--- src/rtl/axi4_lite_pkg.sv ---
// -----------------------------------------------------------------------------
// axi4_lite_pkg
// Shared definitions for the AXI4-Lite initiator: FSM state encoding, AXI
// response codes, AXI protection encodings and a response classifier.
// -----------------------------------------------------------------------------
package axi4_lite_pkg;

  typedef enum logic [2:0] {
    ST_IDLE    = 3'd0,
    ST_RD_ADDR = 3'd1,
    ST_RD_DATA = 3'd2,
    ST_WR_REQ  = 3'd3,
    ST_WR_RESP = 3'd4,
    ST_DONE    = 3'd5
  } state_e;

  localparam logic [1:0] RESP_OKAY   = 2'b00;
  localparam logic [1:0] RESP_EXOKAY = 2'b01;
  localparam logic [1:0] RESP_SLVERR = 2'b10;
  localparam logic [1:0] RESP_DECERR = 2'b11;

  // AxPROT[2] marks an instruction access; the core is always privileged-agnostic
  // and secure, so bits [1:0] stay zero.
  localparam logic [2:0] PROT_DATA = 3'b000;
  localparam logic [2:0] PROT_INSN = 3'b100;

  // Anything other than OKAY (including EXOKAY, which a non-exclusive access
  // should never receive) is reported to the core as an error.
  function automatic logic resp_is_err(input logic [1:0] resp);
    return resp != RESP_OKAY;
  endfunction

endpackage

--- src/rtl/axi4_lite_initiator_if.sv ---
// -----------------------------------------------------------------------------
// axi4_lite_initiator_if
// AXI4-Lite bus bundle (AW, W, B, AR, R channels).
//   master : initiator side (drives addresses, data, valids, readies)
//   slave  : responder side (drives readies, responses, read data)
// Parameters: ADDR_W address width, DATA_W data width (DATA_W/8 strobes).
// -----------------------------------------------------------------------------
interface axi4_lite_initiator_if #(
  parameter int ADDR_W = 32,
  parameter int DATA_W = 32
) ();

  logic                  awvalid;
  logic                  awready;
  logic [ADDR_W-1:0]     awaddr;
  logic [2:0]            awprot;

  logic                  wvalid;
  logic                  wready;
  logic [DATA_W-1:0]     wdata;
  logic [DATA_W/8-1:0]   wstrb;

  logic                  bvalid;
  logic                  bready;
  logic [1:0]            bresp;

  logic                  arvalid;
  logic                  arready;
  logic [ADDR_W-1:0]     araddr;
  logic [2:0]            arprot;

  logic                  rvalid;
  logic                  rready;
  logic [DATA_W-1:0]     rdata;
  logic [1:0]            rresp;

  modport master (
    output awvalid, awaddr, awprot,
    input  awready,
    output wvalid, wdata, wstrb,
    input  wready,
    input  bvalid, bresp,
    output bready,
    output arvalid, araddr, arprot,
    input  arready,
    input  rvalid, rdata, rresp,
    output rready
  );

  modport slave (
    input  awvalid, awaddr, awprot,
    output awready,
    input  wvalid, wdata, wstrb,
    output wready,
    output bvalid, bresp,
    input  bready,
    input  arvalid, araddr, arprot,
    output arready,
    output rvalid, rdata, rresp,
    input  rready
  );

endinterface

--- src/rtl/axi4_lite_timeout.sv ---
// -----------------------------------------------------------------------------
// axi4_lite_timeout
// Watchdog for the AXI4-Lite initiator. A 16-bit counter runs while the FSM
// waits on the bus and is held at zero otherwise, so it restarts every time a
// transaction leaves IDLE.
// Ports:
//   clk, resetn  clock, asynchronous active-low reset
//   busy_i       FSM is in a read/write wait state
//   expired_o    the count reaches TIMEOUT_CYCLES on the coming edge
// -----------------------------------------------------------------------------
module axi4_lite_timeout #(
  parameter int TIMEOUT_CYCLES = 255
) (
  input  logic clk,
  input  logic resetn,
  input  logic busy_i,
  output logic expired_o
);

  // The counter shows k-1 during the k-th busy cycle, so flagging at
  // TIMEOUT_CYCLES-1 lands the abort on the edge where the count hits the limit.
  localparam logic [15:0] LAST_CNT = 16'(TIMEOUT_CYCLES - 1);

  logic [15:0] cnt_q, cnt_d;

  always_comb begin
    cnt_d = busy_i ? cnt_q + 16'd1 : 16'd0;
  end

  always_ff @(posedge clk or negedge resetn) begin
    if (!resetn) begin
      cnt_q <= 16'd0;
    end else begin
      cnt_q <= cnt_d;
    end
  end

  assign expired_o = busy_i && (cnt_q == LAST_CNT);

endmodule

--- src/rtl/axi4_lite_initiator.sv ---
// -----------------------------------------------------------------------------
// axi4_lite_initiator
// Bridges the core's native memory bus (mem_valid/mem_ready) to an AXI4-Lite
// initiator port, one transaction outstanding at a time. A request with
// mem_wstrb == 0 becomes AR->R, otherwise AW+W->B. Completion is a one-cycle
// mem_ready pulse with mem_rdata (0 for writes) and mem_err (resp != OKAY).
//
// Ports:
//   clk, resetn     clock, asynchronous active-low reset
//   mem_valid/_instr/_addr/_wdata/_wstrb   native request (sampled in IDLE only)
//   mem_ready/_rdata/_err                  native completion (registered)
//   mem_axi         AXI4-Lite bus, master modport
//
// Build option: define AXI_TIMEOUT_EN to add a watchdog that aborts a stalled
// transaction after TIMEOUT_CYCLES busy cycles with mem_err=1, mem_rdata=0.
// Without it the FSM waits on the responder indefinitely.
// -----------------------------------------------------------------------------
module axi4_lite_initiator
  import axi4_lite_pkg::*;
#(
  parameter int ADDR_W         = 32,
  parameter int DATA_W         = 32,
  parameter int TIMEOUT_CYCLES = 255
) (
  input  logic                  clk,
  input  logic                  resetn,

  input  logic                  mem_valid,
  input  logic                  mem_instr,
  input  logic [ADDR_W-1:0]     mem_addr,
  input  logic [DATA_W-1:0]     mem_wdata,
  input  logic [DATA_W/8-1:0]   mem_wstrb,
  output logic                  mem_ready,
  output logic [DATA_W-1:0]     mem_rdata,
  output logic                  mem_err,

  axi4_lite_initiator_if.master mem_axi
);

  state_e                state_q, state_d;

  logic                  arvalid_q, arvalid_d;
  logic [ADDR_W-1:0]     araddr_q,  araddr_d;
  logic [2:0]            arprot_q,  arprot_d;
  logic                  rready_q,  rready_d;

  logic                  awvalid_q, awvalid_d;
  logic [ADDR_W-1:0]     awaddr_q,  awaddr_d;
  logic [2:0]            awprot_q,  awprot_d;
  logic                  wvalid_q,  wvalid_d;
  logic [DATA_W-1:0]     wdata_q,   wdata_d;
  logic [DATA_W/8-1:0]   wstrb_q,   wstrb_d;
  logic                  bready_q,  bready_d;
  logic                  aw_done_q, aw_done_d;
  logic                  w_done_q,  w_done_d;

  logic                  mem_ready_q, mem_ready_d;
  logic [DATA_W-1:0]     mem_rdata_q, mem_rdata_d;
  logic                  mem_err_q,   mem_err_d;

  logic                  ar_hs, r_hs, aw_hs, w_hs, b_hs;
  logic                  timeout_hit;

  // Handshakes are judged on our registered valid/ready, so a channel can
  // complete at most once per transaction.
  assign ar_hs = arvalid_q & mem_axi.arready;
  assign r_hs  = rready_q  & mem_axi.rvalid;
  assign aw_hs = awvalid_q & mem_axi.awready;
  assign w_hs  = wvalid_q  & mem_axi.wready;
  assign b_hs  = bready_q  & mem_axi.bvalid;

`ifdef AXI_TIMEOUT_EN
  logic busy;
  assign busy = (state_q == ST_RD_ADDR) || (state_q == ST_RD_DATA) ||
                (state_q == ST_WR_REQ)  || (state_q == ST_WR_RESP);

  axi4_lite_timeout #(
    .TIMEOUT_CYCLES (TIMEOUT_CYCLES)
  ) u_timeout (
    .clk       (clk),
    .resetn    (resetn),
    .busy_i    (busy),
    .expired_o (timeout_hit)
  );
`else
  logic unused_timeout_cfg;
  assign unused_timeout_cfg = |TIMEOUT_CYCLES;
  assign timeout_hit        = 1'b0;
`endif

  always_comb begin
    // NOTE: every next-state value is defaulted to hold before the case, so no
    // path through the decode can leave a signal unassigned and infer a latch.
    state_d     = state_q;
    arvalid_d   = arvalid_q;
    araddr_d    = araddr_q;
    arprot_d    = arprot_q;
    rready_d    = rready_q;
    awvalid_d   = awvalid_q;
    awaddr_d    = awaddr_q;
    awprot_d    = awprot_q;
    wvalid_d    = wvalid_q;
    wdata_d     = wdata_q;
    wstrb_d     = wstrb_q;
    bready_d    = bready_q;
    aw_done_d   = aw_done_q;
    w_done_d    = w_done_q;
    mem_ready_d = 1'b0;
    mem_rdata_d = mem_rdata_q;
    mem_err_d   = mem_err_q;

    unique case (state_q)
      ST_IDLE: begin
        if (mem_valid) begin
          if (mem_wstrb == '0) begin
            araddr_d  = mem_addr;
            arprot_d  = mem_instr ? PROT_INSN : PROT_DATA;
            arvalid_d = 1'b1;
            state_d   = ST_RD_ADDR;
          end else begin
            awaddr_d  = mem_addr;
            awprot_d  = PROT_DATA;
            wdata_d   = mem_wdata;
            wstrb_d   = mem_wstrb;
            awvalid_d = 1'b1;
            wvalid_d  = 1'b1;
            aw_done_d = 1'b0;
            w_done_d  = 1'b0;
            state_d   = ST_WR_REQ;
          end
        end
      end

      ST_RD_ADDR: begin
        if (ar_hs) begin
          arvalid_d = 1'b0;
          rready_d  = 1'b1;
          state_d   = ST_RD_DATA;
        end
      end

      ST_RD_DATA: begin
        if (r_hs) begin
          mem_rdata_d = mem_axi.rdata;
          mem_err_d   = resp_is_err(mem_axi.rresp);
          rready_d    = 1'b0;
          mem_ready_d = 1'b1;
          state_d     = ST_DONE;
        end
      end

      ST_WR_REQ: begin
        // AW and W retire independently; the last one to finish (or both in
        // the same cycle) opens the B channel.
        if (aw_hs) begin
          awvalid_d = 1'b0;
          aw_done_d = 1'b1;
        end
        if (w_hs) begin
          wvalid_d = 1'b0;
          w_done_d = 1'b1;
        end
        if ((aw_done_q | aw_hs) && (w_done_q | w_hs)) begin
          bready_d = 1'b1;
          state_d  = ST_WR_RESP;
        end
      end

      ST_WR_RESP: begin
        if (b_hs) begin
          mem_rdata_d = '0;
          mem_err_d   = resp_is_err(mem_axi.bresp);
          bready_d    = 1'b0;
          mem_ready_d = 1'b1;
          state_d     = ST_DONE;
        end
      end

      ST_DONE: begin
        // mem_ready is high for this single cycle; IDLE takes the next request.
        state_d = ST_IDLE;
      end

      default: begin
        state_d = ST_IDLE;
      end
    endcase

    // Watchdog abort wins over any handshake in the same cycle; a response
    // arriving afterwards finds every ready low and IDLE ignores it.
    if (timeout_hit) begin
      arvalid_d   = 1'b0;
      rready_d    = 1'b0;
      awvalid_d   = 1'b0;
      wvalid_d    = 1'b0;
      bready_d    = 1'b0;
      mem_rdata_d = '0;
      mem_err_d   = 1'b1;
      mem_ready_d = 1'b1;
      state_d     = ST_DONE;
    end
  end

  // NOTE: state uses non-blocking assignments so every register samples the
  // pre-edge values; the datapath is reset too because outputs must read 0
  // during reset.
  always_ff @(posedge clk or negedge resetn) begin
    if (!resetn) begin
      state_q     <= ST_IDLE;
      arvalid_q   <= 1'b0;
      araddr_q    <= '0;
      arprot_q    <= '0;
      rready_q    <= 1'b0;
      awvalid_q   <= 1'b0;
      awaddr_q    <= '0;
      awprot_q    <= '0;
      wvalid_q    <= 1'b0;
      wdata_q     <= '0;
      wstrb_q     <= '0;
      bready_q    <= 1'b0;
      aw_done_q   <= 1'b0;
      w_done_q    <= 1'b0;
      mem_ready_q <= 1'b0;
      mem_rdata_q <= '0;
      mem_err_q   <= 1'b0;
    end else begin
      state_q     <= state_d;
      arvalid_q   <= arvalid_d;
      araddr_q    <= araddr_d;
      arprot_q    <= arprot_d;
      rready_q    <= rready_d;
      awvalid_q   <= awvalid_d;
      awaddr_q    <= awaddr_d;
      awprot_q    <= awprot_d;
      wvalid_q    <= wvalid_d;
      wdata_q     <= wdata_d;
      wstrb_q     <= wstrb_d;
      bready_q    <= bready_d;
      aw_done_q   <= aw_done_d;
      w_done_q    <= w_done_d;
      mem_ready_q <= mem_ready_d;
      mem_rdata_q <= mem_rdata_d;
      mem_err_q   <= mem_err_d;
    end
  end

  assign mem_ready       = mem_ready_q;
  assign mem_rdata       = mem_rdata_q;
  assign mem_err         = mem_err_q;

  assign mem_axi.arvalid = arvalid_q;
  assign mem_axi.araddr  = araddr_q;
  assign mem_axi.arprot  = arprot_q;
  assign mem_axi.rready  = rready_q;
  assign mem_axi.awvalid = awvalid_q;
  assign mem_axi.awaddr  = awaddr_q;
  assign mem_axi.awprot  = awprot_q;
  assign mem_axi.wvalid  = wvalid_q;
  assign mem_axi.wdata   = wdata_q;
  assign mem_axi.wstrb   = wstrb_q;
  assign mem_axi.bready  = bready_q;

endmodule

--- src/flat_wrapper.sv ---
// flat-port wrapper written by rule: the top's interface ports become plain ports
module axi4_lite_initiator_flat import axi4_lite_pkg::*;
#(
  parameter int ADDR_W         = 32,
  parameter int DATA_W         = 32,
  parameter int TIMEOUT_CYCLES = 255
)
  (clk, resetn, mem_valid, mem_instr, mem_addr, mem_wdata, mem_wstrb, mem_ready, mem_rdata, mem_err, mem_axi_awvalid, mem_axi_awaddr, mem_axi_awprot, mem_axi_awready, mem_axi_wvalid, mem_axi_wdata, mem_axi_wstrb, mem_axi_wready, mem_axi_bvalid, mem_axi_bresp, mem_axi_bready, mem_axi_arvalid, mem_axi_araddr, mem_axi_arprot, mem_axi_arready, mem_axi_rvalid, mem_axi_rdata, mem_axi_rresp, mem_axi_rready);
  axi4_lite_initiator_if #(.ADDR_W(ADDR_W), .DATA_W(DATA_W)) mem_axi_i ();
  input  logic clk;
  input  logic resetn;
  input  logic mem_valid;
  input  logic mem_instr;
  input  logic [ADDR_W-1:0] mem_addr;
  input  logic [DATA_W-1:0] mem_wdata;
  input  logic [DATA_W/8-1:0] mem_wstrb;
  output logic mem_ready;
  output logic [DATA_W-1:0] mem_rdata;
  output logic mem_err;
  output wire logic [$bits(mem_axi_i.awvalid)-1:0] mem_axi_awvalid;
  output wire logic [$bits(mem_axi_i.awaddr)-1:0] mem_axi_awaddr;
  output wire logic [$bits(mem_axi_i.awprot)-1:0] mem_axi_awprot;
  input wire logic [$bits(mem_axi_i.awready)-1:0] mem_axi_awready;
  output wire logic [$bits(mem_axi_i.wvalid)-1:0] mem_axi_wvalid;
  output wire logic [$bits(mem_axi_i.wdata)-1:0] mem_axi_wdata;
  output wire logic [$bits(mem_axi_i.wstrb)-1:0] mem_axi_wstrb;
  input wire logic [$bits(mem_axi_i.wready)-1:0] mem_axi_wready;
  input wire logic [$bits(mem_axi_i.bvalid)-1:0] mem_axi_bvalid;
  input wire logic [$bits(mem_axi_i.bresp)-1:0] mem_axi_bresp;
  output wire logic [$bits(mem_axi_i.bready)-1:0] mem_axi_bready;
  output wire logic [$bits(mem_axi_i.arvalid)-1:0] mem_axi_arvalid;
  output wire logic [$bits(mem_axi_i.araddr)-1:0] mem_axi_araddr;
  output wire logic [$bits(mem_axi_i.arprot)-1:0] mem_axi_arprot;
  input wire logic [$bits(mem_axi_i.arready)-1:0] mem_axi_arready;
  input wire logic [$bits(mem_axi_i.rvalid)-1:0] mem_axi_rvalid;
  input wire logic [$bits(mem_axi_i.rdata)-1:0] mem_axi_rdata;
  input wire logic [$bits(mem_axi_i.rresp)-1:0] mem_axi_rresp;
  output wire logic [$bits(mem_axi_i.rready)-1:0] mem_axi_rready;
  assign mem_axi_awvalid = mem_axi_i.awvalid;
  assign mem_axi_awaddr = mem_axi_i.awaddr;
  assign mem_axi_awprot = mem_axi_i.awprot;
  assign mem_axi_i.awready = mem_axi_awready;
  assign mem_axi_wvalid = mem_axi_i.wvalid;
  assign mem_axi_wdata = mem_axi_i.wdata;
  assign mem_axi_wstrb = mem_axi_i.wstrb;
  assign mem_axi_i.wready = mem_axi_wready;
  assign mem_axi_i.bvalid = mem_axi_bvalid;
  assign mem_axi_i.bresp = mem_axi_bresp;
  assign mem_axi_bready = mem_axi_i.bready;
  assign mem_axi_arvalid = mem_axi_i.arvalid;
  assign mem_axi_araddr = mem_axi_i.araddr;
  assign mem_axi_arprot = mem_axi_i.arprot;
  assign mem_axi_i.arready = mem_axi_arready;
  assign mem_axi_i.rvalid = mem_axi_rvalid;
  assign mem_axi_i.rdata = mem_axi_rdata;
  assign mem_axi_i.rresp = mem_axi_rresp;
  assign mem_axi_rready = mem_axi_i.rready;
  axi4_lite_initiator #(.ADDR_W(ADDR_W), .DATA_W(DATA_W), .TIMEOUT_CYCLES(TIMEOUT_CYCLES)) u_core (.clk(clk), .resetn(resetn), .mem_valid(mem_valid), .mem_instr(mem_instr), .mem_addr(mem_addr), .mem_wdata(mem_wdata), .mem_wstrb(mem_wstrb), .mem_ready(mem_ready), .mem_rdata(mem_rdata), .mem_err(mem_err), .mem_axi(mem_axi_i));
endmodule
--- config.mk ---
export PLATFORM = sky130hd
export DESIGN_NAME = axi4_lite_initiator_flat
export DESIGN_NICKNAME = d
export VERILOG_FILES = /design/src/rtl/axi4_lite_pkg.sv /design/src/rtl/axi4_lite_initiator_if.sv /design/src/rtl/axi4_lite_timeout.sv /design/src/rtl/axi4_lite_initiator.sv /design/src/flat_wrapper.sv
export SDC_FILE = /design/constraint.sdc
export NUM_CORES = 1
export LEC_CHECK = 0
export ABC_AREA = 1
export CAP_MARGIN = 20
export CORE_MARGIN = 4
export CORE_UTILIZATION = 43
export DETAILED_ROUTE_END_ITERATION = 10
export PLACE_DENSITY = 0.8
export SLEW_MARGIN = 10
export SYNTH_ARGS = -nofsm -noshare
export SYNTH_HDL_FRONTEND = slang
export SYNTH_SLANG_ARGS = --single-unit
--- constraint.sdc ---
create_clock -name clk -period 1.5 [get_ports clk]
set_clock_uncertainty 0.05 [all_clocks]
set_input_delay 0.45 -clock clk [delete_from_list [all_inputs] [get_ports clk]]
set_output_delay 0.45 -clock clk [all_outputs]
set_load 0.02 [all_outputs]
==> results of run 1 <==
cells by family (layout without fill, tap and decap cells):
| family | after synthesis | in the layout | share of synthesized area [%] |
|---|---|---|---|
| flops | 145 | 145 | 58.4 |
| simple gates | 259 | 259 | 18.5 |
| buf+inv | 121 | 434 | 10.2 |
| other cells | 1 | 5 | 0.0604 |
| compound gates | 111 | 111 | 12.9 |
registers in the layout, indices dropped and copies added, names as in the netlist:
name / count
u_core.mem_axi.arvalid: 1
u_core.mem_axi.arprot: 1
u_core.mem_axi.awaddr: 32
u_core.mem_err: 1
u_core.mem_axi.rready: 1
u_core.mem_axi.wstrb: 4
u_core.mem_axi.araddr: 32
u_core.mem_ready: 1
u_core.mem_axi.wdata: 32
u_core.mem_rdata: 32
u_core.mem_axi.wvalid: 1
u_core.w_done_q: 1
u_core.aw_done_q: 1
u_core.mem_axi.bready: 1
u_core.mem_axi.awvalid: 1
u_core.state_q: 3
path summary, 6_finish.rpt:
check / from / to / slack [ps] / depth (start not counted)
setup / recovery: u_core.state_q[0] / u_core.mem_axi.araddr[2] / -20 / 9
setup reg to reg: u_core.state_q[0] / u_core.mem_axi.araddr[2] / -20 / 9
min in group asynchronous: resetn / u_core.mem_err / 430 / 2
max in group asynchronous: resetn / u_core.mem_rdata[31] / 460 / 3
hold reg to reg: u_core.w_done_q / u_core.w_done_q / 420 / 2
hold / removal: mem_wstrb[2] / u_core.mem_axi.wstrb[2] / 390 / 3
final cells by class:
type	count	area, sq um	share of cell area, %
Sequential cell	145	3630	37.6
Clock buffer	22	474	4.91
Timing Repair Buffer	322	2820	29.2
Tap cell	180	225	2.33
Multi-Input combinational cell	375	2090	21.6
Inverter	81	310	3.22
Clock inverter	9	108	1.11
power by group through the flow:
| stage | logic, mW | registers (mW) | clock network, mW |
|---|---|---|---|
| finish | 0.501 | 3.91 | 4.17 |
| global route | 0.546 | 3.91 | 4.41 |
| CTS | 0.505 | 3.91 | 4.22 |
| detailed placement | 0.499 | 3.98 | 0 |
| global placement | 0.496 | 3.98 | 0 |
| floorplan | 0.0876 | 3.98 | 0 |
layout by cell type, fill, tap and decap left out, types with 2 or more instances in the layout:
master	synthesis	layout
buf_2	4	107
dfrtp_1	145	144
buf_6	20	25
clkinvlp_4	0	3
buf_16	0	6
nand2_4	1	5
a21oi_1	3	3
clkdlybuf4s50_1	0	106
clkbuf_16	0	19
nand4_4	2	2
clkbuf_1	10	2
nand3_1	74	73
inv_2	2	2
clkinv_4	0	2
inv_1	79	77
nor2_2	0	2
buf_4	6	58
buf_12	0	11
conb_1	1	5
clkbuf_8	0	3
nand2_1	169	144
bufinv_16	0	2
o21ai_1	8	20
dlygate4sd2_1	0	5
o21ai_0	35	22
nor2_1	5	3
clkinv_2	0	3
nor2_4	2	2
nand2_2	1	22
o21ai_2	64	64
nand4_1	2	2
stage by stage:
stage | std cells | cell area [sq um] | worst slack (ps) | power [mW]
2_1_floorplan | 641 | 6220 | 60.1 | 4.07
3_3_place_gp | 1066 | 9020 | -446 | 4.48
3_5_place_dp | 1066 | 9020 | -495 | 4.48
4_1_cts | 1113 | 9170 | 0.00122 | 8.64
5_1_grt | 1134 | 9650 | -89.2 | 8.87
6_report | 1134 | 9650 | -24.5 | 8.58
worst max-delay path, cell delays in order (launching register included):
cell and delay (ps):
dfrtp_1 400, nor2_4 130, nand2_2 80, inv_4 70, buf_6 100, nand4_4 110, buf_12 170, clkbuf_16 150
nand2_1 90, o21ai_2 60
per-layer routing:
layer	track usage (%)	share of wire, %	up-vias	wire length, um
met3	8.25	9.7	22	1820
met4	6.62	1.3	0	240
li1	-	-	2634	-
met5	0	0	-	0
met1	25.1	39	2605	7360
met2	36.8	50	217	9320
what timing repair did:
item,4_1_cts,5_1_grt
endpoints found under the hold margin,17,0
setup endpoints to repair,174,87
gates resized for setup,585,108
pin swaps,1,0
cloned,5,4
hold buffers,1,0
buffers inserted,10,17
==> impl_results.md, run 1 <==
* Logic pwr share at about 5.8%
* Main synth FF type: dfrtp_1
* # fillers at 1096
* DR WL/cell at about 17 um
* N_diodes at 0
* Synth unique cells at 24
* Net count, final at 1055
* Setup TNS at -111 ps
* Clock sink total at 145
* Final Max Slew Viols at 0
* Maximum Capacitance Violations at 0
* Period utilisation layout at 102%
* TritonCTS clock tree: done
* Final Util at 69.0%
* Fmax at approximately 660 MHz
* Syn Area/Cell at 9.75 sq um
* Post-synth ARST share at between 90% and 100%
* Cts bufs inserted at 17
* # DRC at 0
* Gr ovfl total at 0
* Synthesis-to-finish area growth at 55.4%
* Sequential element share of the synthesized area at 58.4%
* Detail Placement HPWL at approximately 12 mm
* Vias/cell at around 4.8
* Reg clk slew, reported paths at 60 ps
* Initial antenna violation count at 0
* Static Leakage at roughly 5.3 nW
* Layout cells sized above 1 at 36.3%
* Number of global-route vias before repair at 5470
* H-tree depth at 4
* Crit Path Max Fanout at 7
* Hold Violations, Final at 0
* Final WL at 18.7 mm
* Synthesis Warnings at 0
* Critical path arrival at approximately 1800 ps
* Final setup margin at -24.5 ps
* Commonest cells post-synth: 169 x nand2_1, 145 x dfrtp_1, 79 x inv_1
* RD Place Congestion at 0.825
* Switch share at 21.1%
* Routed Antenna Nets at 0
* Largest net degree at the start of global routing at 56
* Setup-failing EPs final at 9
* Core area at 14000 sq um
* Synth Cell Area at 6210 sq um
* Clock Path Buffers at 2
* Final hold slack at between 300 and 400 ps
* Worst setup SP type: flop
* I/O pin total at between 200 and 300
* Part of the power in registers at 45.6%
* Post-synth EDFFs at 0
* Via count at 5478
* Status: finished, violations left
* FF+latch count, synth at between 100 and 150
* Class of the tightest hold or removal check: in -> reg
* Drt pass-1 iters at 4
* Mapped Cells at ~640
* IO Port Bufs at 252
* Clk Latency, worst-skew pair at 410 ps
* Setup CP Type: reg -> reg
* Global-route wire length before repair at 27.9 mm
* Setup crit end kind: flop
* Die Footprint at 16400 sq um
* Initial core utilization at approximately 44%
* Clock Power Share at 48.6%
* Overall Global Routing Usage at 21.5%
* PD cells at 889 nW/um^2
* NetSw at 1.81 mW
* Failing checks: setup timing
* Largest cells by area after synthesis: dfrtp_1 58%, nand2_1 10%, o21ai_2 9.0%, nand3_1 6.0%, inv_1 4.8%
* Most frequent cell after synthesis: nand2_1
* # rows at 43
* Internal power at 6.77 mW
* Top cell type's share of synthesized area at 58.4%
* Root Driver: clkbuf_16
* Unrepaired setup endpoints after global routing: yes
* Die width at 128 um
* CP required at around 1800 ps
* Area leader, netlist: dfrtp_1
* Worst vdd ir at 0.000647 V
* Die Y-Extent at 128 um
* 1st-iter DRT viols at about 260
* Minimum clock period at 1520 ps
Power figures use the tool's default switching activity.
==> run 2: changes to the inputs <==
Settings changed: CORE_UTILIZATION 43 to 45, DONT_BUFFER_PORTS set to 1, PLACE_DENSITY 0.8 to unset.
==> impl_results.md, run 2 (synthesis results as in run 1) <==
* 1st-iter DRT viols at 214 (-19%)
* Final setup margin at 31.3 ps (+55.8 ps)
* Clock Power Share at 51.2% (+2.6 points)
* # DRC at 0 (unchanged)
* Overall power at 8.23 mW (-4.1%)
* Setup crit end kind: flop
* Clock sink total at 145 (unchanged)
* Final WL at 15.2 mm (-19%)
* Clk Latency, worst-skew pair at 410 ps (about the same)
* Drt pass-1 iters at 5 (+1)
* # rows at 42 (-2.3%)
* Part of the power in registers at 47.6% (+2.0 points)
* Minimum clock period at 1470 ps (-55.8 ps)
* I/O pin total at 258 (unchanged)
* Failing checks: hold timing
* Overall Global Routing Usage at 18.3% (-3.2 points)
* Most frequent cells in the layout: 169 x nand2_1, 145 x dfrtp_1, 78 x inv_1, 72 x nand3_1, 64 x o21ai_2
* DR WL/cell at 18.0 um (+8.8%)
* Initial core utilization at 46.3% (+1.9 points)
* Reg clk slew, reported paths at 60 ps (about the same)
* Fmax at 681 MHz (+3.8%)
* RD Place Congestion at 0.877 (+6.3%)
* Internal power at 6.67 mW (-1.6%)
* Worst setup SP type: flop
* Logic pwr share at 1.2% (-4.6 points)
* Class of the tightest hold or removal check: in -> async
* Die width at 125 um (-2.1%)
* Routed Antenna Nets at 0 (unchanged)
* Global-route wire length before repair at 23.0 mm (-18%)
* Number of global-route vias before repair at 4346 (-21%)
* Root Driver: clkbuf_16
* Hold Violations, Final at 145 (+145)
* Vias/cell at 5.17 (+7.0%)
* TritonCTS clock tree: done
* PD cells at 1130 nW/um^2 (+27%)
* Initial antenna violation count at 0 (unchanged)
* Gr ovfl total at 0 (unchanged)
* Detail Placement HPWL at 10.6 mm (-14%)
* Net count, final at 774 (-27%)
* Critical path arrival at 1720 ps (-60 ps)
* Status: finished, violations left
* Most common cell after layout, fill and taps aside: nand2_1
* Crit Path Max Fanout at 16 (+9)
* Final Max Slew Viols at 0 (unchanged)
* Die Footprint at 15700 sq um (-4.2%)
* Synthesis-to-finish area growth at 17.4%
* Unrepaired setup endpoints after global routing: yes
* Final hold slack at -318 ps (-710 ps)
* Setup TNS at 0 ps (+111 ps)
* Core area at 13400 sq um (-4.2%)
* IO Port Bufs at 0 (-100%)
* NetSw at 1.56 mW (-14%)
* Die Y-Extent at 125 um (-2.1%)
* Static Leakage at 3.83 nW (-27%)
* CP required at 1750 ps (about the same)
* Via count at 4384 (-20%)
* Maximum Capacitance Violations at 0 (unchanged)
* Layout cells sized above 1 at 21.4% (-15 points)
* Setup-failing EPs final at 0 (-9)
* Period utilisation layout at 97.9% (-3.7 points)
* Switch share at 19.0% (-2.1 points)
* Cts bufs inserted at 17 (unchanged)
* Setup slack after placement at -15.9 ps (+479 ps)
* Largest net degree at the start of global routing at 146 (+160%)
* N_diodes at 0 (unchanged)
* H-tree depth at 4 (unchanged)
* Setup CP Type: reg -> reg
* Clock Path Buffers at 2 (unchanged)
* Worst vdd ir at 0.000642 V (-0.83%)
==> run 2: power by group through the flow <==
| stage | clock (mW) | sequential (mW) | combinational, mW |
|---|---|---|---|
| after floorplan | 0 | 3.98 | 0.0876 |
| after global placement | 0 | 3.98 | 0.0971 |
| final | 4.21 | 3.91 | 0.0982 |
| after global routing | 4.51 | 3.91 | 0.114 |
| after CTS | 4.33 | 3.91 | 0.100 |
| after detailed placement | 0 | 3.98 | 0.0994 |
==> run 2: final timing paths <==
kind | from | to | slack, ps | cells after the start
setup / recovery | u_core.state_q[2] | u_core.mem_rdata[2] | 30 | 7
hold / removal | resetn | u_core.mem_rdata[4] | -320 | 0
setup reg to reg | u_core.state_q[2] | u_core.mem_rdata[2] | 30 | 7
hold reg to reg | u_core.aw_done_q | u_core.aw_done_q | 430 | 2
max in group asynchronous | resetn | u_core.mem_axi.awaddr[13] | 1490 | 0
min in group clk | mem_wstrb[1] | u_core.mem_axi.wstrb[1] | 120 | 2
==> run 2: metrics by stage <==
step	instance area, sq um	hold WS (ps)	std cells	utilization, %
finish	7290	-318	848	54.4
global route	7290	-348	848	54.4
CTS	7010	-348	837	52.3
detailed placement	6390	108	804	47.7
global placement	6390	108	804	47.7
floorplan	6220	104	641	-
==> run 2: repair_timing <==
action	CTS	global route
buffers inserted	2	5
gates cloned	1	6
pin swaps	1	5
endpoints found under the hold margin	145	145
resized for setup	2	19
endpoints found under the setup margin	5	115
==> run 2: metal layers <==
layer / part of all wire, % / up-vias / track usage, %
li1: - / 2065 / -
met1: 38 / 2074 / 21.0
met2: 49 / 221 / 29.0
met3: 11 / 24 / 9.34
met4: 2.2 / 0 / 7.72
met5: 0 / - / 0
==> run 2: final cells by class <==
type / instances / area [sq um]
Clock buffer: 25 / 485
Clock inverter: 5 / 103
Fill cell: 1201 / 6110
Inverter: 81 / 309
Multi-Input combinational cell: 378 / 2040
Sequential cell: 145 / 3630
Tap cell: 176 / 220
Timing Repair Buffer: 38 / 499
==> run 2: critical path, cell delays in order, from the launching register on <==
cell and delay [ps]:
dfrtp_1 420, buf_4 180, nor2_4 130, nand4_4 90, buf_12 170, clkbuf_16 170
nand3_1 80, nand2_1 60
